File: src/rtl/signal_inference_pkg.sv
// Shared types and constants for the inference user-output signaller.
package signal_inference_pkg;

    typedef enum logic [1:0] {
        ST_IDLE   = 2'd0,
        ST_BUSY   = 2'd1,
        ST_RESULT = 2'd2
    } state_e;

    localparam logic [1:0] UO_IDLE   = 2'b00;
    localparam logic [1:0] UO_BUSY   = 2'b01;
    localparam logic [1:0] UO_RESULT = 2'b10;

    localparam int DROP_W = 16;

endpackage

File: src/rtl/sat_counter.sv
// Saturating up-counter; clr together with inc loads 1 so a restart counts its own cycle.
// Single-cycle update, synchronous active-low reset, no flow control.
module sat_counter #(
    parameter int W = 8
) (
    input  logic         clk,
    input  logic         srst_n,
    input  logic         clr,
    input  logic         inc,
    output logic [W-1:0] cnt
);

    logic [W-1:0] cnt_q;
    logic [W-1:0] cnt_d;

    always_comb begin
        cnt_d = cnt_q;
        if (clr) begin
            cnt_d = inc ? W'(1) : '0;
        end else if (inc && (cnt_q != '1)) begin
            cnt_d = cnt_q + 1'b1;
        end
    end

    always_ff @(posedge clk) begin
        if (!srst_n) begin
            cnt_q <= '0;
        end else begin
            cnt_q <= cnt_d;
        end
    end

    assign cnt = cnt_q;

endmodule

File: src/rtl/signal_inference_ctrl.sv
// Inference handshake -> UserOutput status/class strobe, latency, timeout and drop tracking.
// All outputs registered (1 cycle after input); LATENCY_STATS_EN adds lat_max/done_cnt.
module signal_inference_ctrl
    import signal_inference_pkg::*;
#(
    parameter int CLASS_W     = 2,
    parameter int PULSE_CYC   = 16,
    parameter int TIMEOUT_CYC = 1000000,
    parameter int LAT_W       = 24
) (
    input  logic                 clk,
    input  logic                 srst_n,
    input  logic                 HlsPixTh_tvalid,
    input  logic                 Result_vld,
    input  logic [CLASS_W-1:0]   Result_class,
    output logic [2+CLASS_W-1:0] UserOutput,
    output logic                 busy,
    output logic [LAT_W-1:0]     latency,
    output logic                 latency_vld,
    output logic                 timeout_err,
    output logic [DROP_W-1:0]    drop_cnt
`ifdef LATENCY_STATS_EN
    ,
    output logic [LAT_W-1:0]     lat_max,
    output logic [31:0]          done_cnt
`endif
);

    localparam int PULSE_W = $clog2(PULSE_CYC + 1);

    state_e               state_q, state_d;
    logic [PULSE_W-1:0]   pulse_q, pulse_d;
    logic [CLASS_W-1:0]   class_q, class_d;
    logic [1:0]           code_q, code_d;
    logic                 busy_q, busy_d;
    logic [LAT_W-1:0]     latency_q, latency_d;
    logic                 lat_vld_q, lat_vld_d;
    logic                 timeout_q, timeout_d;

    logic [LAT_W-1:0]     lat_cnt;
    logic                 lat_clr, lat_inc, drop_inc;

    // lat_cnt never saturates: TIMEOUT_CYC stays below 2^LAT_W.
    sat_counter #(.W(LAT_W)) u_lat_cnt (
        .clk    (clk),
        .srst_n (srst_n),
        .clr    (lat_clr),
        .inc    (lat_inc),
        .cnt    (lat_cnt)
    );

    sat_counter #(.W(DROP_W)) u_drop_cnt (
        .clk    (clk),
        .srst_n (srst_n),
        .clr    (1'b0),
        .inc    (drop_inc),
        .cnt    (drop_cnt)
    );

    always_comb begin
        state_d   = state_q;
        pulse_d   = pulse_q;
        class_d   = class_q;
        latency_d = latency_q;
        lat_vld_d = 1'b0;
        timeout_d = timeout_q;
        lat_clr   = 1'b0;
        lat_inc   = 1'b0;
        drop_inc  = 1'b0;

        case (state_q)
            ST_IDLE: begin
                if (HlsPixTh_tvalid) begin
                    state_d = ST_BUSY;
                    lat_clr = 1'b1;
                    lat_inc = 1'b1;
                end
            end
            ST_BUSY: begin
                lat_inc  = 1'b1;
                drop_inc = HlsPixTh_tvalid;
                if (Result_vld) begin
                    state_d   = ST_RESULT;
                    class_d   = Result_class;
                    latency_d = lat_cnt;
                    lat_vld_d = 1'b1;
                    pulse_d   = PULSE_W'(PULSE_CYC - 1);
                end else if (lat_cnt == LAT_W'(TIMEOUT_CYC)) begin
                    state_d   = ST_IDLE;
                    timeout_d = 1'b1;
                end
            end
            ST_RESULT: begin
                // A new start truncates the strobe rather than waiting it out.
                if (HlsPixTh_tvalid) begin
                    state_d = ST_BUSY;
                    lat_clr = 1'b1;
                    lat_inc = 1'b1;
                end else if (pulse_q == '0) begin
                    state_d = ST_IDLE;
                end else begin
                    pulse_d = pulse_q - 1'b1;
                end
            end
            default: state_d = ST_IDLE;
        endcase

        case (state_d)
            ST_BUSY:   code_d = UO_BUSY;
            ST_RESULT: code_d = UO_RESULT;
            default:   code_d = UO_IDLE;
        endcase
        busy_d = (state_d == ST_BUSY);
    end

    always_ff @(posedge clk) begin
        if (!srst_n) begin
            state_q   <= ST_IDLE;
            pulse_q   <= '0;
            class_q   <= '0;
            code_q    <= UO_IDLE;
            busy_q    <= 1'b0;
            latency_q <= '0;
            lat_vld_q <= 1'b0;
            timeout_q <= 1'b0;
        end else begin
            state_q   <= state_d;
            pulse_q   <= pulse_d;
            class_q   <= class_d;
            code_q    <= code_d;
            busy_q    <= busy_d;
            latency_q <= latency_d;
            lat_vld_q <= lat_vld_d;
            timeout_q <= timeout_d;
        end
    end

    assign UserOutput  = {class_q, code_q};
    assign busy        = busy_q;
    assign latency     = latency_q;
    assign latency_vld = lat_vld_q;
    assign timeout_err = timeout_q;

`ifdef LATENCY_STATS_EN
    logic [LAT_W-1:0] lat_max_q, lat_max_d;
    logic [31:0]      done_cnt_q, done_cnt_d;

    always_comb begin
        lat_max_d  = lat_max_q;
        done_cnt_d = done_cnt_q;
        if (lat_vld_d) begin
            done_cnt_d = done_cnt_q + 32'd1;
            if (lat_cnt > lat_max_q) begin
                lat_max_d = lat_cnt;
            end
        end
    end

    always_ff @(posedge clk) begin
        if (!srst_n) begin
            lat_max_q  <= '0;
            done_cnt_q <= '0;
        end else begin
            lat_max_q  <= lat_max_d;
            done_cnt_q <= done_cnt_d;
        end
    end

    assign lat_max  = lat_max_q;
    assign done_cnt = done_cnt_q;
`endif

endmodule
File: config.mk
export PLATFORM = sky130hd
export DESIGN_NAME = signal_inference_ctrl
export DESIGN_NICKNAME = d
export VERILOG_FILES = /design/src/rtl/signal_inference_pkg.sv /design/src/rtl/sat_counter.sv /design/src/rtl/signal_inference_ctrl.sv
export SDC_FILE = /design/constraint.sdc
export NUM_CORES = 1
export LEC_CHECK = 0
export BUFFER_PORTS_ARGS = -buffer_cell sky130_fd_sc_hd__buf_4
export CELL_PAD_IN_SITES_DETAIL_PLACEMENT = 0
export CELL_PAD_IN_SITES_GLOBAL_PLACEMENT = 1
export CORE_ASPECT_RATIO = 1.4
export CORE_MARGIN = 3
export CORE_UTILIZATION = 35
export DETAILED_ROUTE_END_ITERATION = 8
export PLACE_DENSITY = 0.71
export SYNTH_ARGS = -nofsm -noshare
export SYNTH_HDL_FRONTEND = slang
export SYNTH_SLANG_ARGS = --single-unit
File: constraint.sdc
create_clock -name clk -period 3.45 [get_ports clk]
set_input_delay 0.69 -clock clk [delete_from_list [all_inputs] [get_ports clk]]
set_output_delay 0.69 -clock clk [all_outputs]
set_load 0.005 [all_outputs]
==> results of run 1 <==
[state kept, by name (all words and copies together), names as in the netlist]
name            count
latency_vld         1
u_drop_cnt.cnt     16
timeout_err         1
u_lat_cnt.cnt      24
state_q             2
code_q              2
pulse_q             5
latency            24
class_q             2
[power by group]
group	total [mW]	switching (mW)	internal (mW)	leakage, nW
Sequential	0.916	0.0129	0.903	0.622
Clock	0.875	0.334	0.541	0.139
Combinational	0.0945	0.0562	0.0383	0.847
[kinds of logic after synthesis]
logic type	count (synthesis)	synth area share (%)
fa+ha+maj	5	1.79
compound gates	68	14.4
buf+inv	24	2.83
simple gates	189	27.9
flops	77	44.2
xor+xnor	32	8.03
mux	3	0.861
[cell usage after synthesis (2+ instances only)]
library cell	count
o211ai_1	6
nand4_1	7
nand2_1	74
buf_4	2
ha_1	5
inv_1	5
and3_1	10
xnor2_1	14
a211oi_1	2
a21boi_1	3
nor4_1	9
nor3_1	7
a21oi_1	8
or4_1	2
nor4b_1	6
nor2b_1	3
clkbuf_1	15
and2_1	17
or3_1	7
and4_1	3
dfxtp_1	77
nand3_1	10
o21a_1	2
xor2_1	18
o21ai_1	7
nand3b_1	2
o211a_1	2
mux2i_1	3
o2111ai_1	2
nand2b_1	3
nor2_1	23
a21boi_0	29
[per-layer routing]
metal | wire [microns] | part of all wire, %
met2 | 4130 | 51
met3 | 319 | 4.0
met4 | 193 | 2.4
met1 | 3410 | 42
met5 | 0 | 0
[worst paths after layout]
path	end
setup / recovery	u_lat_cnt.cnt[10]
hold / removal	class_q[0]
setup reg to reg	u_lat_cnt.cnt[10]
hold reg to reg	class_q[0]
[final cells by class]
type / instances / share of cell area, %
Multi-Input combinational cell: 297 / 43.5
Sequential cell: 77 / 36.2
Clock inverter: 1 / 0.118
Timing Repair Buffer: 53 / 9.35
Tap cell: 132 / 3.88
Inverter: 6 / 0.529
Clock buffer: 14 / 6.44
[worst max-delay path, delay by kind of cell, from the launching register on]
kind            cells  cell delay, ns
compound gates      1            0.86
xor+xnor            1            0.20
fa+ha+maj           1            0.23
flops               1            0.41
simple gates        3            0.56
[per-stage QoR]
| stage | std cells | power (mW) | utilization [%] | hold WS (ns) |
|---|---|---|---|---|
| after detailed placement | 565 | 1.03 | 41.6 | 0.459 |
| after global routing | 580 | 1.97 | 44.5 | 0.484 |
| after floorplan | 398 | 1.00 | - | 0.460 |
| after global placement | 565 | 1.03 | 41.6 | 0.452 |
| after CTS | 580 | 1.92 | 44.5 | 0.466 |
| final | 580 | 1.89 | 44.5 | 0.463 |
==> flow_metrics.env, run 1 <==
export IMPL_cts_resized=0
export IMPL_fillers=1021
export IMPL_worstReg2RegStart="u_lat_cnt.cnt[1]"
export IMPL_ys_flop_type="dfxtp_1"
export IMPL_use_met2_pct=27.1
export IMPL_finalSetupViolCount=0
export IMPL_critical_path_slowest_cell="a2111oi_0"
export IMPL_met1_usage_pct=16.9
export IMPL_fin_setup_tns_ns=0
export IMPL_critPathLaunch="u_lat_cnt.cnt[1]"
export IMPL_placed_area_sq_um=3980
export IMPL_postSynthAreaPerCell_sq_um=8.77
export IMPL_synth_cells=398
export IMPL_cts_tree="done"
export IMPL_drtAntennaViolNets=0
export IMPL_synth_seq_cells=77
export IMPL_maxClockFrequency_mhz=414
export IMPL_core_sq_um=9560
export IMPL_final_nets=455
export IMPL_mostFrequentLayoutCell="dfxtp_1"
export IMPL_reg2reg_depth=6
export IMPL_dp_slack_ns=1.04
export IMPL_grt_most_used_layer="met2"
export IMPL_place_congestion=0.884
export IMPL_seq_area_sq_um=1540
export IMPL_routed_wl_microns=8050
export IMPL_rrSetupSlack_ns=1.04
export IMPL_yosysSeqAreaShare_pct=44.2
export IMPL_synth_area_sq_um=3490
export IMPL_p_per_area_nw_per_um2=443
export IMPL_synth_edf_count=0
export IMPL_p_leak_nw=1.61
export IMPL_start_kind="register"
export IMPL_vias=2903
export IMPL_min_period_ns=2.41
export IMPL_post_cts_setup_buffers=0
export IMPL_start_util_pct=36.5
export IMPL_maxCapViolCount=0
export IMPL_io_buffer_count=52
export IMPL_grt_max_degree=57
export IMPL_clock_skew_ns=0.00445
export IMPL_drive_gt1_share_pct=16.3
export IMPL_dpl_hpwl_microns=5740
export IMPL_holdCritStartpoint="class_q[0]"
export IMPL_max_slew_margin_pct=35.2
export IMPL_routed_via_density=5.01
export IMPL_path_max_fanout=9
export IMPL_hold_path_class="register to register"
export IMPL_drc_errors=0
export IMPL_rsz0062_at_grt="false"
export IMPL_final_max_slew_viol_count=0
export IMPL_io_pins=53
export IMPL_dr_pass1_iters=4
export IMPL_setup_slack_ns=1.04
export IMPL_period_share_pct=69.9
export IMPL_tightest_slew_ns=0.972
export IMPL_grt_use_total_pct=15.2
export IMPL_die_width_microns=90.4
export IMPL_cts_sinks=77
export IMPL_overflow=0
export IMPL_async_flop_share_pct=0
export IMPL_multiInputGateArea_sq_um=1850
export IMPL_grt_pass1_vias=2786
export IMPL_dieArea_sq_um=11200
export IMPL_first_iter_violations=175
export IMPL_critPathArrivalTime_ns=2.60
export IMPL_cts_clk_slew_worst_paths_ns=0.05
export IMPL_worst_path_largest_cell_delay_ns=0.86
export IMPL_final_cell_mix="dfxtp_1, nand2_1, buf_4"
export IMPL_grt_pass1_wl_microns=13500
export IMPL_htreeDepth=3
export IMPL_syn_nets=409
export IMPL_met3_usage_pct=4.23
export IMPL_worstHoldPathCells=2
export IMPL_numCtsBuffers=9
export IMPL_yosysWarnings=0
export IMPL_ys_types=47
export IMPL_hold_viol=0
export IMPL_insertedDiodeCount=0
export IMPL_wl_per_cell_microns=13.9
export IMPL_status="finished clean"
export IMPL_areaGrowthSynthToFinish_pct=21.9
export IMPL_rows=42
export IMPL_synth_area_leaders="dfxtp_1, nand2_1, a21boi_0, xor2_1, xnor2_1"
export IMPL_antenna_found_initial=0
export IMPL_root_buffer="clkbuf_16"
export IMPL_fp_dieH_microns=124
export IMPL_yosysTopAreaCell="dfxtp_1"
export IMPL_yosysTopAreaCellShare_pct=44.2
export IMPL_clk_path_buf_depth=2
export IMPL_clk_latency_ns=0.33
export IMPL_vdd_ir_drop_max_mv=0.213
export IMPL_cts_hold_buffers_added=0
export IMPL_end_kind="register"
export IMPL_worst_ep_required_time_ns=3.64
export IMPL_worstSetupPathType="register to register"
export IMPL_path_cells="ha_1 > and4_1 > nand2_1 > a2111oi_0 > xnor2_1 > nor2_1"
export IMPL_fin_area_sq_um=4260
No activity file was read; power rests on OpenSTA's default activity.
==> inputs of run 2 (changes only) <==
--- a/config.mk
+++ b/config.mk
@@ -12,7 +12,7 @@
 export CORE_MARGIN = 3
 export CORE_UTILIZATION = 35
 export DETAILED_ROUTE_END_ITERATION = 8
-export PLACE_DENSITY = 0.71
+export PLACE_DENSITY = 0.74
 export SYNTH_ARGS = -nofsm -noshare
 export SYNTH_HDL_FRONTEND = slang
 export SYNTH_SLANG_ARGS = --single-unit
==> constraint.sdc (replaced) <==
create_clock -name clk -period 1.98 [get_ports clk]
set_input_delay 0.396 -clock clk [delete_from_list [all_inputs] [get_ports clk]]
set_output_delay 0.396 -clock clk [all_outputs]
set_load 0.005 [all_outputs]
==> run 2 against run 1 <==
Against the previous run:
- final cell count rose by 8.3%
- clock-buffer cell count decreased by 4
- utilization increased by 4.1 points
- first-iteration DRC count decreased by 53%
- setup slack got worse by 0.94 ns
- fmax is 28% higher
- clock skew increased by 0.00089 ns
- sequential power up 74%
- global-route usage increased by 0.20 points
- via count up 4.0%
- sequential share of layout area down 3.1 points
- hold slack got worse by 0.13 ns
==> flow_metrics.env, run 2 (synthesized netlist as in run 1, its figures left out) <==
export IMPL_dpl_hpwl_microns=6220
export IMPL_finalSetupViolCount=0
export IMPL_worstSetupPathType="register to register"
export IMPL_path_max_fanout=11
export IMPL_status="finished clean"
export IMPL_io_buffer_count=52
export IMPL_vias=3018
export IMPL_hold_viol=0
export IMPL_grt_use_total_pct=15.4
export IMPL_grt_pass1_vias=2841
export IMPL_critPathArrivalTime_ns=2.15
export IMPL_max_slew_margin_pct=66.9
export IMPL_cts_tree="done"
export IMPL_final_core_util_pct=48.6
export IMPL_hold_path_class="primary input to register"
export IMPL_insertedDiodeCount=0
export IMPL_placed_area_sq_um=4330
export IMPL_post_cts_setup_buffers=0
export IMPL_grt_pass1_wl_microns=13600
export IMPL_final_nets=502
export IMPL_vdd_ir_drop_max_mv=0.412
export IMPL_rows=42
export IMPL_place_congestion=0.854
export IMPL_root_buffer="clkbuf_16"
export IMPL_tightest_slew_ns=0.494
export IMPL_routed_wl_microns=8320
export IMPL_routed_via_density=4.81
export IMPL_dieArea_sq_um=11200
export IMPL_grt_max_degree=39
export IMPL_min_period_ns=1.88
export IMPL_fin_setup_tns_ns=0
export IMPL_cts_hold_buffers_added=0
export IMPL_rsz0062_at_grt="false"
export IMPL_areaGrowthSynthToFinish_pct=33.3
export IMPL_p_per_area_nw_per_um2=739
export IMPL_drive_gt1_share_pct=25.2
export IMPL_drc_errors=0
export IMPL_end_kind="register"
export IMPL_maxClockFrequency_mhz=531
export IMPL_cts_clk_slew_worst_paths_ns=0.06
export IMPL_clk_path_buf_depth=2
export IMPL_core_sq_um=9560
export IMPL_dr_pass1_iters=4
export IMPL_maxCapViolCount=0
export IMPL_io_pins=53
export IMPL_final_cell_mix="buf_4, dfxtp_1, nand2_1"
export IMPL_drtAntennaViolNets=0
export IMPL_numCtsBuffers=9
export IMPL_p_leak_nw=1.86
export IMPL_start_kind="register"
export IMPL_fp_dieH_microns=124
export IMPL_cts_sinks=77
export IMPL_start_util_pct=36.5
export IMPL_wl_per_cell_microns=13.3
export IMPL_mostFrequentLayoutCell="buf_4"
export IMPL_clock_skew_ns=0.00534
export IMPL_clk_latency_ns=0.33
export IMPL_htreeDepth=3
export IMPL_final_max_slew_viol_count=0
export IMPL_worst_ep_required_time_ns=2.25
export IMPL_first_iter_violations=83
export IMPL_die_width_microns=90.4
export IMPL_fin_area_sq_um=4650
export IMPL_cts_resized=0
export IMPL_period_share_pct=95.2
export IMPL_antenna_found_initial=0
export IMPL_overflow=0
-- run 2: changes by cell type in the layout (fill, tap and decap cells not counted), sizes merged --
| cell | change |
|---|---|
| buf | +47 |
| clkbuf | -4 |
| clkinvlp | +3 |
| bufinv | +1 |
| clkinv | +1 |
-- run 2: report_power, final --
group | switching, mW | internal (mW) | leakage, nW
clock network | 0.638 | 1.00 | 0.140
registers | 0.0205 | 1.57 | 0.622
logic | 0.111 | 0.0898 | 1.10
-- run 2: per-layer routing --
layer  routed length (microns)  vias to the layer above  GRT usage [%]  part of all wire [%]
met3                       286                        5           4.53                   3.4
met5                         0                        -              0                     0
met1                      3650                     1405           17.3                    44
li1                          -                     1570              -                     -
met4                        88                        0           5.75                   1.1
met2                      4290                       38           27.7                    52
-- run 2: final timing paths --
check	startpoint	to	slack, ns	depth (start not counted)
setup / recovery	u_lat_cnt.cnt[0]	u_lat_cnt.cnt[21]	0.1	7
hold / removal	Result_class[0]	class_q[0]	0.33	3
setup reg to reg	u_lat_cnt.cnt[0]	u_lat_cnt.cnt[21]	0.1	7
hold reg to reg	latency[2]	latency[2]	0.46	2
-- run 2: through the flow --
step | std cells | power (mW) | hold slack (ns) | setup slack, ns
floorplan | 398 | 1.74 | 0.460 | 0.118
global placement | 612 | 1.83 | 0.455 | 0.0781
detailed placement | 612 | 1.83 | 0.458 | 0.0357
CTS | 628 | 3.50 | 0.312 | 0.0241
global route | 628 | 3.58 | 0.326 | 0.0138
finish | 628 | 3.44 | 0.332 | 0.0950
-- run 2: layout make-up --
| cell class | count | area, sq um |
|---|---|---|
| fillers | 979 | 4910 |
| multi-input cells | 297 | 1870 |
| flip-flops and latches | 77 | 1540 |
| repair buffers | 100 | 754 |
| clock buffers | 10 | 239 |
| well taps | 132 | 165 |
| clock inverters | 6 | 62.6 |
| inverters | 6 | 22.5 |
-- run 2: worst max-delay path: stages (launching register included) --
cell       delay [ns]
dfxtp_1          0.34
ha_1             0.24
and4_4           0.21
nand2_1          0.09
o2111ai_2        0.14
buf_6            0.17
or4_1            0.49
a21oi_1          0.14
==> inputs of run 3 (changes only) <==
==> constraint.sdc (replaced) <==
create_clock -name clk -period 1.5 [get_ports clk]
set_input_delay 0.3 -clock clk [delete_from_list [all_inputs] [get_ports clk]]
set_output_delay 0.3 -clock clk [all_outputs]
set_load 0.005 [all_outputs]
==> run 3 against run 2 <==
Against the previous run:
- the run now ends with setup timing left
- combinational power increased by 84%
- power increased by 34%
- global-route usage increased by 2.7 points
- final cell count increased by 8.9%
- non-clock buffer count increased by 55
- setup slack got worse by 0.32 ns
- largest power group unchanged
- clock-buffer cell count unchanged
- register-to-register slack got worse by 0.32 ns
- die area unchanged
- first-iteration DRC count increased by 36%
==> flow_metrics.env, run 3 (synthesized netlist as in run 1, its figures left out) <==
export IMPL_min_to="class_q[0]"
export IMPL_dp_slack_ns=-0.308
export IMPL_htreeDepth=3
export IMPL_cts_hold_buffers_added=0
export IMPL_insertedDiodeCount=0
export IMPL_start_kind="register"
export IMPL_rsz0062_at_grt="true"
export IMPL_clk_latency_ns=0.34
export IMPL_worstReg2RegStart="u_lat_cnt.cnt[21]"
export IMPL_grt_use_total_pct=18.0
export IMPL_dr_pass1_iters=4
export IMPL_worst_ep_required_time_ns=1.72
export IMPL_start_util_pct=36.5
export IMPL_overflow=0
export IMPL_dieArea_sq_um=11200
export IMPL_maxCapViolCount=0
export IMPL_vias=3356
export IMPL_cp_buffers_inverters=1
export IMPL_root_buffer="clkbuf_16"
export IMPL_hold_viol=0
export IMPL_critPathLaunch="u_lat_cnt.cnt[21]"
export IMPL_max_slew_margin_pct=74.7
export IMPL_drive_gt1_share_pct=49.3
export IMPL_place_congestion=0.864
export IMPL_holdCritStartpoint="Result_class[0]"
export IMPL_final_nets=558
export IMPL_finalSetupViolCount=24
export IMPL_tightest_slew_ns=0.374
export IMPL_hold_ws_ns=0.227
export IMPL_worstSetupPathType="register to register"
export IMPL_period_share_pct=115
export IMPL_fillers=819
export IMPL_rows=42
export IMPL_rr_endpoint="u_lat_cnt.cnt[17]"
export IMPL_drc_errors=0
export IMPL_stdcell_count=684
export IMPL_violations="setup timing"
export IMPL_routed_via_density=4.91
export IMPL_path_max_fanout=6
export IMPL_areaGrowthSynthToFinish_pct=64.4
export IMPL_status="complete, but fails checks"
export IMPL_maxClockFrequency_mhz=581
export IMPL_core_sq_um=9560
export IMPL_reg2reg_depth=6
export IMPL_end_kind="register"
export IMPL_worstHoldPathCells=3
export IMPL_grt_max_degree=33
export IMPL_clock_skew_ns=0.00649
export IMPL_critical_path_slowest_cell="or4_4"
export IMPL_clk_path_buf_depth=2
export IMPL_final_max_slew_viol_count=0
export IMPL_worst_path_largest_cell_delay_ns=0.58
export IMPL_dpl_hpwl_microns=6650
export IMPL_io_buffer_count=52
export IMPL_fp_dieH_microns=124
export IMPL_setup_slack_ns=-0.220
export IMPL_mostFrequentLayoutCell="buf_4"
export IMPL_drtAntennaViolNets=0
export IMPL_final_core_util_pct=60.0
export IMPL_numCtsBuffers=9
export IMPL_die_width_microns=90.4
export IMPL_p_leak_nw=2.31
export IMPL_routed_wl_microns=9460
export IMPL_vdd_ir_drop_max_mv=0.662
export IMPL_grt_pass1_wl_microns=16100
export IMPL_cts_tree="done"
export IMPL_critPathArrivalTime_ns=1.94
export IMPL_fin_area_sq_um=5740
export IMPL_fin_setup_tns_ns=-2.80
export IMPL_cts_clk_slew_worst_paths_ns=0.06
export IMPL_p_per_area_nw_per_um2=800
export IMPL_place_inst=647
export IMPL_crit_family="simple AND/OR/NAND/NOR gates"
export IMPL_placed_area_sq_um=4860
export IMPL_grt_pass1_vias=3442
export IMPL_hold_path_class="primary input to register"
export IMPL_power_mw=4.59
export IMPL_min_period_ns=1.72
export IMPL_path_cells="nand2_2 > or4_4 > o2111ai_4 > buf_6 > or3_1 > a21oi_2"
export IMPL_io_pins=53
export IMPL_first_iter_violations=113
export IMPL_final_cell_mix="buf_4, nand2_1, dfxtp_1"
export IMPL_rrSetupSlack_ns=-0.22
export IMPL_antenna_found_initial=0
export IMPL_cts_sinks=77
export IMPL_wl_per_cell_microns=13.8
[run 3: cell types whose count changed in the layout (fill, tap and decap cells not counted), moves of 5 or more]
cell | previous run | this run
buf_4 | 99 | 128
buf_6 | 1 | 24
dfxtp_1 | 77 | 41
dfxtp_2 | 0 | 27
dfxtp_4 | 0 | 9
nand2_1 | 74 | 69
nand3_1 | 10 | 5
nor4_1 | 9 | 2
nor4_4 | 0 | 7
nor4b_1 | 6 | 1
[run 3: repair_timing]
action | CTS | global route
cloned | 1 | 0
pin swaps | 34 | 45
gates resized for setup | 37 | 61
buffers inserted | 12 | 8
endpoints found under the setup margin | 37 | 54
[run 3: worst max path at each step]
stage	end	slack, ns	depth (start not counted)
6_report	u_lat_cnt.cnt[17]	-0.22	6
2_1_floorplan	u_lat_cnt.cnt[13]	-0.20	7
3_3_place_gp	u_lat_cnt.cnt[21]	-0.28	5
3_5_place_dp	u_lat_cnt.cnt[21]	-0.31	5
5_1_grt	u_lat_cnt.cnt[21]	-0.30	5
4_1_cts	u_lat_cnt.cnt[19]	-0.23	6
[run 3: routing by layer]
metal,global-route usage (%),vias to the layer above,wire (microns)
met3,3.81,14,278
met1,19.3,1596,3870
met5,0,-,0
met4,9.29,0,222
met2,33.7,56,5090
li1,-,1690,-
[run 3: power by group]
part / total, mW / switching (mW) / internal [mW]
registers: 2.10 / 0.0298 / 2.07
logic: 0.369 / 0.182 / 0.187
clock network: 2.13 / 0.841 / 1.29
[run 3: cell type report]
type	count	area (sq um)	area share [%]
multi-input cells	298	2360	41.1
well taps	132	165	2.88
repair buffers	155	1290	22.5
clock inverters	6	62.6	1.09
inverters	6	22.5	0.392
flip-flops and latches	77	1610	28.0
clock buffers	10	229	3.99
[run 3: worst min-delay path, cell delays in order]
cell,delay [ns]
buf_4,0.11
nand2_1,0.04
a21boi_0,0.06
